[config.mk]
export PLATFORM = sky130hd
export DESIGN_NAME = hamming_decoder
export DESIGN_NICKNAME = d
export VERILOG_FILES = /design/src/rtl/hamming_decoder.sv
export SDC_FILE = /design/constraint.sdc
export NUM_CORES = 1
export LEC_CHECK = 0
export CAP_MARGIN = 20
export CORE_UTILIZATION = 28
export DETAILED_ROUTE_END_ITERATION = 10
export PLACE_DENSITY = 0.56
export RECOVER_POWER = 25
export SETUP_SLACK_MARGIN = 0.4
export SYNTH_ARGS = -nofsm -noshare
export SYNTH_HDL_FRONTEND = slang
export SYNTH_SLANG_ARGS = --single-unit
[constraint.sdc]
create_clock -name clk -period 2.4 [get_ports clk]
set_input_delay 0.6 -clock clk [delete_from_list [all_inputs] [get_ports clk]]
set_output_delay 0.6 -clock clk [all_outputs]
set_load 0.05 [all_outputs]
[src/rtl/hamming_decoder.sv]
// hamming_decoder
//   Two-stage registered [7,4] Hamming decoder. Stage 1 captures the
//   codeword together with its 3-bit syndrome. Stage 2 corrects any
//   single-bit error and presents the 4 data bits. Valid/ready handshakes
//   are used on both sides. A saturating counter tallies corrected words
//   as they leave the block.
//
// Ports
//   clk         rising-edge clock
//   rst         asynchronous active-high reset
//   codeword    received word [6]=d3 [5]=d2 [4]=d1 [3]=d0 [2]=p1 [1]=p2 [0]=p3
//   in_valid    codeword valid
//   in_ready    decoder accepts a codeword this cycle
//   data_out    corrected data {d3,d2,d1,d0}
//   err_pos     syndrome {s2,s1,s0}; 0 = no error
//   corrected   err_pos != 0
//   out_valid   data_out/err_pos/corrected valid
//   out_ready   consumer accepts the output this cycle
//   clr_cnt     synchronous clear of corr_count
//   corr_count  saturating count of corrected words transferred out

module hamming_decoder #(
  parameter int unsigned CNT_W = 16
) (
  input  logic             clk,
  input  logic             rst,
  input  logic [6:0]       codeword,
  input  logic             in_valid,
  output logic             in_ready,
  output logic [3:0]       data_out,
  output logic [2:0]       err_pos,
  output logic             corrected,
  output logic             out_valid,
  input  logic             out_ready,
  input  logic             clr_cnt,
  output logic [CNT_W-1:0] corr_count
);

  localparam logic [CNT_W-1:0] CNT_MAX = '1;

  logic       advance;
  logic [2:0] syn_in;
  logic       s1_valid;
  logic [6:0] s1_cw;
  logic [2:0] s1_syn;
  logic [3:0] flip;
  logic [3:0] data_fix;

  // The whole pipeline moves in lockstep. It stalls only when the output
  // holds a word that the consumer is not taking.
  assign advance  = !out_valid || out_ready;
  assign in_ready = advance;

  always_comb begin
    syn_in[0] = codeword[2] ^ codeword[3] ^ codeword[4] ^ codeword[6];
    syn_in[1] = codeword[1] ^ codeword[3] ^ codeword[5] ^ codeword[6];
    syn_in[2] = codeword[0] ^ codeword[4] ^ codeword[5] ^ codeword[6];
  end

  always_ff @(posedge clk or posedge rst) begin
    if (rst) begin
      s1_valid <= 1'b0;
      s1_cw    <= '0;
      s1_syn   <= '0;
    end else if (advance) begin
      s1_valid <= in_valid;
      if (in_valid) begin
        s1_cw  <= codeword;
        s1_syn <= syn_in;
      end
    end
  end

  // Only syndromes that point at a data bit flip anything. Parity-bit
  // syndromes leave the data bits as they are.
  always_comb begin
    flip = '0;
    case (s1_syn)
      3'b011:  flip = 4'b0001;
      3'b101:  flip = 4'b0010;
      3'b110:  flip = 4'b0100;
      3'b111:  flip = 4'b1000;
      default: flip = '0;
    endcase
    data_fix = s1_cw[6:3] ^ flip;
  end

  // A bubble clears out_valid but leaves the last word's fields untouched.
  always_ff @(posedge clk or posedge rst) begin
    if (rst) begin
      out_valid <= 1'b0;
      data_out  <= '0;
      err_pos   <= '0;
      corrected <= 1'b0;
    end else if (advance) begin
      out_valid <= s1_valid;
      if (s1_valid) begin
        data_out  <= data_fix;
        err_pos   <= s1_syn;
        corrected <= (s1_syn != 3'b000);
      end
    end
  end

  always_ff @(posedge clk or posedge rst) begin
    if (rst) begin
      corr_count <= '0;
    end else if (clr_cnt) begin
      corr_count <= '0;
    end else if (out_valid && out_ready && corrected && (corr_count != CNT_MAX)) begin
      corr_count <= corr_count + CNT_W'(1);
    end
  end

endmodule
Yosys cells after proc, flatten, opt, wreduce, memory -nomap -nowiden
Index checks and enable logic that the tools add are counted.

Add/sub/neg operators: 1. Equal/unequal tests: 5. Mux-type cells: 3. Bitwise operators: 10. Reduce and logical (&&, ||, !) cells: 9.

Operators by type and width (count): 16-bit 2-to-1 mux (2); 16-bit by 1-bit adder with 16-bit output (second input constant) (1); 16-bit != test (second input constant) (1); 4-bit one-hot mux with 4 select lines (1); 3-bit equality test (second input constant) (3); 1-bit XOR (9); 2-bit AND reduction (2); 4-bit XOR (1); 3-bit by 2-bit equality test with 1-bit output (second input constant) (1); 1-bit logical AND (3); 3-bit nonzero test (1); 2-bit nonzero test (1); 1-bit zero test (1); 1-bit logical OR (1).

Flip-flop bits (word level): 36. Bits of input ports: 12. Output and inout bits: 26.

Depth between registers and ports, before layout
Gate-level depths: netlist of run 1.

Depth after elaboration: 5. Gate-level depth with buffers: 6.

Worst setup path after synthesis of run 1
Ideal clock, no wire load.

Path kind: reg-to-reg. From: reg corr_count[0]. To: reg corr_count[10]. Library setup time: 0.078 ns. Data arrival time: 2.137 ns. Required time: 2.322 ns. Slack: 0.185 ns. Stages on the path, launching flop included: 7. Cell sequence: dfrtp_1 ha_1 inv_1 or4_1 clkbuf_1 or4_1 a21oi_1.

Cells in the longest elaborated chain, start to end: 3. Elaborated cells on any way between the ends: 6.

Ends and longest elaborated chain: start, declared (RTL line 36) `output logic [CNT_W-1:0] corr_count`; start signal, assigned (RTL line 111) `corr_count <= corr_count + CNT_W'(1);`; 16-bit by 1-bit adder with 16-bit output or 16-bit != test (tied branches) (RTL line 111, 110); 16-bit 2-to-1 mux or 1-bit logical AND (tied branches) (RTL line 110) `end else if (out_valid && out_ready && corrected && (corr_count != CNT_MAX)) begin`; 16-bit 2-to-1 mux or 2-bit nonzero test (tied branches).

Parallel ways exist; a longest one is shown, timed or not. The select of a mux whose other input is x is not followed. A chain may end at the register's enable or synchronous reset.

Worst setup path in the final report of run 1
From: in out_ready. To: out in_ready.

Cells in the longest elaborated chain, start to end: 1.

Ends and longest elaborated chain: start, declared (RTL line 34) `input logic out_ready,`; 1-bit logical OR (RTL line 51) `assign advance = !out_valid || out_ready;`; end, declared (RTL line 29) `output logic in_ready,`.

No other way between the ends.

==> results by group, run 1 <==
Power and ir drop
  – Internal Power: 1.01 mW
  – Fraction of power consumed by combinational cells: 31.1%
  – Worst vdd rail ir drop: 290 uV
  – Total net switching power: 636 uW
  – Proportion of total power due to net switching: 38.6%
  – P per Cell Area: 713 nW/um^2
  – Part of the total power dissipated in the clock network: 25.5%
  – Leakage power summed over all cells: 0.960 nW
  – Reg power frac: 43.5%
  – Final Power: 1.65 mW

Drt
  – Detailed-router iteration count before antenna repair: 4
  – Post-detailed-route DRC marker count: 0
  – DRT antenna net count: 0
  – Number of DRC markers in iteration 0: 91
  – Aggregate routed wire length: 3880 microns
  – Total via count after detailed routing: 1,437
  – WL per Instance: 13.3 microns
  – Via density: 4.92

Floorplanning
  – Horizontal die dimension: 79.4 microns
  – Initial Util: 29.7%
  – Cell Rows: 27
  – Placeable core region: 5640 sq um
  – Top-Level Pins: 38
  – Floorplan die area: 6300 sq um
  – Die outline height: 79.4 microns

Place
  – Placement-stage worst setup slack: -0.156 ns
  – Last weighted congestion value of the routability-driven placer: 0.721
  – Port-buffer cells: 37
  – HPWL after DPL: 2680 microns
  – Number of instances in the placed design: 284

Clocking
  – Clock buffer depth: 2
  – Clock insertion delay at the later pin of the skew report: 0.29 ns
  – Count of H-tree levels built during CTS: 2
  – Total clock sinks: 33
  – Number of buffers created by CTS: 5
  – Cell at the root of the clock tree: clkbuf_8
  – Total setup buffers inserted after CTS: 0
  – TritonCTS clock tree: done
  – Count of hold-fix buffers inserted at cts: 0
  – Clock slew seen by the registers of the worst setup and hold paths: 0.07 ns

Timing
  – Post-route minimum period: 1.92 ns
  – Final period util: 80.2%
  – Hold WS: 0.473 ns
  – Transition time at the pin with the least slew margin: 0.869 ns
  – Setup Skew: 0.00435 ns
  – Setup Viol. Count Final: 0
  – Endpoints failing hold: 0
  – Max-slew violation count: 0
  – Unrepaired setup endpoints after global routing: yes
  – Slew headroom: 42.1%
  – Final setup slack of the worst path: 0.475 ns
  – Max Freq: 520 MHz

Setup path
  – CP arrival: 1.32 ns
  – Depth of the most critical reg-to-reg path: 4
  – Setup crit end kind: output port
  – Critical register-to-register path startpoint: corr_count[5]
  – FF-to-FF End: corr_count[13]
  – WS Path Type: in -> out
  – Kind of start point of the critical path: input port
  – Critical Path Fanout Max: 5
  – Critical Path RT: 1.80 ns
  – Flop-to-flop setup slack: 0.56 ns

Synthesis
  – Most used flip-flop cell after synthesis: dfrtp_1
  – Top cells by area in the synthesized netlist: dfrtp_1 49%, mux2_2 6.0%, nand2_1 4.9%, o21ai_0 4.5%, xnor2_1 4.2%
  – Post-synth top area cell: dfrtp_1
  – Cell variety after synth: 32
  – Synthesized area divided by synthesized cell count: 9.69 sq um
  – Sequential cell area fraction in the yosys report: 49.3%
  – Summed instance area of the synthesized netlist: 1680 sq um
  – Syn Nets: 186
  – Fraction of synthesis flops using an asynchronous set or reset pin: 100%
  – Commonest cells in the netlist: 33 x dfrtp_1, 22 x nand2_1, 15 x o21ai_0
  – EDFF count, synth: 0
  – Flip-flop and latch count after synthesis: 33
  – Share of Yosys cell area claimed by the top area cell type: 49.3%
  – Total number of yosys warnings: 0
  – Post-synthesis cell count: 173
  – Cell with the most instances after synthesis: dfrtp_1

Finish
  – Final-stage net count: 232
  – Diodes inserted: 0
  – Fraction of final layout cells sized beyond drive strength 1: 23.6%
  – Post-layout instance count excluding filler cells: 292
  – Layout Area Growth over Synthesis: 38.0%

Global routing
  – Wire length of the first global-routing pass: 6640 microns
  – Pin count of the biggest net entering global routing: 34
  – Total global routing track utilization: 13.9%
  – Top Usage Layer GRT: met2
  – Vias in the first global route: 1,376
  – Met2 Resource Use GR: 21.1%
  – Number of antenna violations at the first check in global routing: 0
  – Global-route met1 utilization: 18.5%
  – Total global routing overflow: 0
  – GR met3 Demand/Resource: 3.54%

Min path
  – Worst hold path stage count: 2
  – Worst hold path class: reg -> reg
  – Start point of the worst hold path: s1_valid
  – Hold Path Sink: out_valid

Job
  – Max-cap violation count: 0

Run status
  – Outcome: complete, no violations
[flip-flops by register name (all words and copies together), names as in the netlist]
register	cells
s1_syn	3
err_pos	3
data_out	4
s1_valid	1
s1_cw	4
corr_count	16
corrected	1
out_valid	1
[layer usage]
layer	up-vias	share of wire (%)
li1	713	-
met1	689	49
met2	31	46
met3	4	3.7
met4	0	1.5
met5	-	0
[how the worst max path moves through the flow]
stage	end	cells past startpoint	slack, ns	from
after floorplan	corr_count[10]	6	0.39	corr_count[1]
after global placement	corr_count[10]	5	-0.13	out_ready
after detailed placement	corr_count[10]	5	-0.16	out_ready
after CTS	corr_count[5]	4	0.46	corr_count[15]
after global routing	corr_count[0]	4	0.39	corr_count[15]
final	in_ready	3	0.48	out_ready
[layout by cell type, fill, tap and decap left out, types with 2 or more instances in the layout]
cell	netlist	final
nor4_1	3	3
o41ai_1	3	2
dfrtp_1	33	21
nand4_1	2	2
inv_1	4	4
mux2_2	9	9
or3_1	2	2
or4_1	6	3
clkdlybuf4s50_1	0	9
clkinv_2	0	2
or4_2	2	2
nand2b_1	3	3
nand3_1	5	4
buf_4	0	8
nand2_1	22	22
nor2_1	10	10
a21oi_1	11	10
dlygate4sd2_1	0	26
o21ai_0	15	15
xor2_1	4	4
xnor2_1	8	8
clkbuf_8	0	5
or3_2	2	2
dfrtp_2	0	12
o31ai_1	5	5
nor3_1	7	7
or4_4	0	3
nor2b_1	2	2
[through the flow]
| step | setup TNS (ns) | utilization, % | area (sq um) |
|---|---|---|---|
| floorplan | 0 | - | 1730 |
| global placement | -0.563 | 39.6 | 2240 |
| detailed placement | -0.786 | 39.6 | 2240 |
| CTS | 0 | 40.7 | 2300 |
| global route | 0 | 41.0 | 2310 |
| finish | 0 | 41.0 | 2310 |
[worst max-delay path: stages]
cell and delay (ns):
dlygate4sd2_1 0.27, nand2b_1 0.25, buf_12 0.20
[cells by family after synthesis]
logic type	Yosys count	synth area share, %
AND/OR/NAND/NOR	71	22.5
buffers and inverters	11	2.54
XOR/XNOR	12	6.27
adder cells (fa/ha/maj)	1	0.746
flip-flops	33	49.3
AO/OA/AOI/OAI	35	12.1
multiplexers	10	6.64
[power groups by stage]
stage | sequential (mW) | clock (mW) | combinational (mW)
global placement | 0.731 | 0 | 0.559
finish | 0.717 | 0.420 | 0.512
detailed placement | 0.732 | 0 | 0.565
global route | 0.734 | 0.469 | 0.548
CTS | 0.719 | 0.442 | 0.521
floorplan | 0.936 | 0 | 0.155
[area by class of cell]
cell class | count | area [sq um]
fillers | 563 | 3330
multi-input cells | 129 | 868
flip-flops and latches | 33 | 841
repair buffers | 46 | 413
well taps | 72 | 90.1
clock buffers | 5 | 68.8
clock inverters | 3 | 17.5
inverters | 4 | 15.0
[timing repair]
| action | in CTS | in global routing |
|---|---|---|
| setup endpoints to repair | 37 | 6 |
| resized for setup | 28 | 3 |
| pin swaps | 2 | 1 |
No activity file was read; power rests on OpenSTA's default activity.
==> run 2: changes to the inputs <==
==> constraint.sdc (replaced) <==
create_clock -name clk -period 2 [get_ports clk]
set_input_delay 0.5 -clock clk [delete_from_list [all_inputs] [get_ports clk]]
set_output_delay 0.5 -clock clk [all_outputs]
set_load 0.05 [all_outputs]
==> run 2 against run 1 <==
Critical path depth rose by 3. Wire length rose by 9.2%. Core utilization rose by 6.6 points. Critical endpoint is now corr_count[10]. Register-to-register slack got worse by 0.33 ns. Highest routed layer unchanged. Cell count rose by 11%. Global-route usage rose by 0.29 points.
==> results by group, run 2 (synthesis gave the netlist of run 1 again) <==
Run status
  – Outcome: complete, no violations

Min path
  – Start point of the worst hold path: s1_valid
  – Worst hold path class: reg -> reg

Timing
  – Unrepaired setup endpoints after global routing: yes
  – Max-slew violation count: 0
  – Slew headroom: 44.0%
  – Max Freq: 564 MHz
  – Setup Skew: 0.00741 ns
  – Setup Viol. Count Final: 0
  – Post-route minimum period: 1.77 ns
  – Setup total negative slack: 0 ns
  – Transition time at the pin with the least slew margin: 0.840 ns
  – Final period util: 88.7%
  – Endpoints failing hold: 0

Power and ir drop
  – Internal Power: 1.45 mW
  – Worst vdd rail ir drop: 421 uV
  – Leakage power summed over all cells: 1.09 nW
  – Part of the total power dissipated in the clock network: 29.8%
  – P per Cell Area: 834 nW/um^2
  – Fraction of power consumed by combinational cells: 31.5%
  – Reg power frac: 38.8%
  – Final Power: 2.24 mW
  – Proportion of total power due to net switching: 35.1%
  – Total net switching power: 787 uW

Global routing
  – Pin count of the biggest net entering global routing: 34
  – Total global routing track utilization: 14.2%
  – Wire length of the first global-routing pass: 6780 microns
  – Total global routing overflow: 0
  – Vias in the first global route: 1,445
  – Number of antenna violations at the first check in global routing: 0

Setup path
  – CP arrival: 1.94 ns
  – Slowest cell delay on critical path: 0.52 ns
  – Kind of start point of the critical path: flop
  – Crit-path cells: ha_4 -> inv_2 -> or4_4 -> buf_4 -> o31ai_1 -> a21oi_2
  – WS Path Type: reg -> reg
  – Critical Path RT: 2.17 ns
  – Setup crit end kind: flop
  – Cell at the slowest stage of the critical path: or4_4
  – Critical Path Fanout Max: 7
  – Source of the critical timing path: corr_count[0]
  – Critical register-to-register path startpoint: corr_count[0]

Place
  – Port-buffer cells: 37
  – Last weighted congestion value of the routability-driven placer: 0.749
  – Post-Place Cell Area: 2280 sq um
  – HPWL after DPL: 2840 microns

Floorplanning
  – Top-Level Pins: 38
  – Placeable core region: 5640 sq um
  – Die outline height: 79.4 microns
  – Initial Util: 29.7%
  – Cell Rows: 27
  – Floorplan die area: 6300 sq um
  – Horizontal die dimension: 79.4 microns

Clocking
  – Number of buffers created by CTS: 5
  – Count of H-tree levels built during CTS: 2
  – Cell at the root of the clock tree: clkbuf_8
  – Clock slew seen by the registers of the worst setup and hold paths: 0.08 ns
  – Clock buffer depth: 2
  – TritonCTS clock tree: done
  – Clock insertion delay at the later pin of the skew report: 0.29 ns
  – Total clock sinks: 33
  – Count of hold-fix buffers inserted at cts: 0

Finish
  – Fraction of final layout cells sized beyond drive strength 1: 50.0%
  – Layout Area Growth over Synthesis: 60.1%
  – Commonest non-fill, non-tap cell in the layout: buf_4
  – Final-stage net count: 264
  – Fillers: 532
  – Diodes inserted: 0
  – Utilization of the core after routing: 47.6%
  – Register with the highest flop count: corr_count
  – Number of flip-flops under the largest register name: 16
  – Final std cell area, no fill: 2690 sq um
  – Largest registers: corr_count x16, data_out x4, s1_cw x4
  – Most used cells in the layout excluding fill and tap cells: 57 x buf_4, 20 x nand2_1, 19 x dfrtp_1, 14 x dfrtp_2, 13 x o21ai_0

Drt
  – Total via count after detailed routing: 1,576
  – Aggregate routed wire length: 4240 microns
  – DRT antenna net count: 0
  – Post-detailed-route DRC marker count: 0
  – Detailed-router iteration count before antenna repair: 4
  – Number of DRC markers in iteration 0: 78
  – Via density: 4.86
  – WL per Instance: 13.1 microns

Job
  – Max-cap violation count: 0
run 2: critical path, delay by kind of cell, from the launching register on:
kind / cells / cell delay, ns
simple gates: 1 / 0.52
flops: 1 / 0.40
compound gates: 2 / 0.36
buf+inv: 2 / 0.20
fa+ha+maj: 1 / 0.17
run 2: final cells by class:
| cell class | count | area [sq um] | share of cell area [%] |
|---|---|---|---|
| clock inverters | 2 | 37.5 | 1.40 |
| clock buffers | 6 | 82.6 | 3.08 |
| flip-flops and latches | 33 | 843 | 31.4 |
| multi-input cells | 129 | 952 | 35.5 |
| inverters | 4 | 15.0 | 0.559 |
| well taps | 72 | 90.1 | 3.36 |
| repair buffers | 78 | 664 | 24.7 |
run 2: final timing paths:
check	end	slack [ns]	cells after the start
worst min-delay path	out_valid	0.48	2
worst min register to register	out_valid	0.48	2
max in group asynchronous	corr_count[7]	0.52	3
worst max-delay path	corr_count[10]	0.23	6
min in group asynchronous	data_out[2]	0.89	3
worst max register to register	corr_count[10]	0.23	6
run 2: stage by stage:
stage | worst slack, ns | instances | hold slack, ns
2_1_floorplan | 0.0169 | 173 | 0.436
3_3_place_gp | -0.413 | 293 | 0.455
3_5_place_dp | -0.425 | 293 | 0.469
4_1_cts | 0.243 | 310 | 0.484
5_1_grt | 0.140 | 324 | 0.525
6_report | 0.226 | 324 | 0.479
run 2: power by group through the flow:
stage	Clock, mW	Combinational, mW	Sequential (mW)
2_1_floorplan	0	0.189	1.12
3_3_place_gp	0	0.686	0.881
3_5_place_dp	0	0.691	0.885
4_1_cts	0.682	0.714	0.867
5_1_grt	0.710	0.752	0.884
6_report	0.667	0.705	0.868
run 2: metal layers:
layer	vias to the layer above	track usage, %	part of all wire [%]
met2	29	22.4	47
met1	752	18.3	48
met3	7	3.20	3.2
met4	0	6.55	1.8
met5	-	0	0
li1	788	-	-
run 2: repair_timing:
item                                    CTS  global route
pin swaps                                 7            11
endpoints found under the setup margin   20            17
setup buffers                             9            14
resized for setup                        26            15
hold endpoints to repair                  0             0
==> run 3: changes to the inputs <==
--- a/config.mk
+++ b/config.mk
@@ -7,6 +7,7 @@
 export LEC_CHECK = 0
 export CAP_MARGIN = 20
 export CORE_UTILIZATION = 28
+export CTS_CLUSTER_SIZE = 30
 export DETAILED_ROUTE_END_ITERATION = 10
 export PLACE_DENSITY = 0.56
 export RECOVER_POWER = 25
==> results of run 3 <==
Final layout, timing and power as in run 2 (identical DEF).
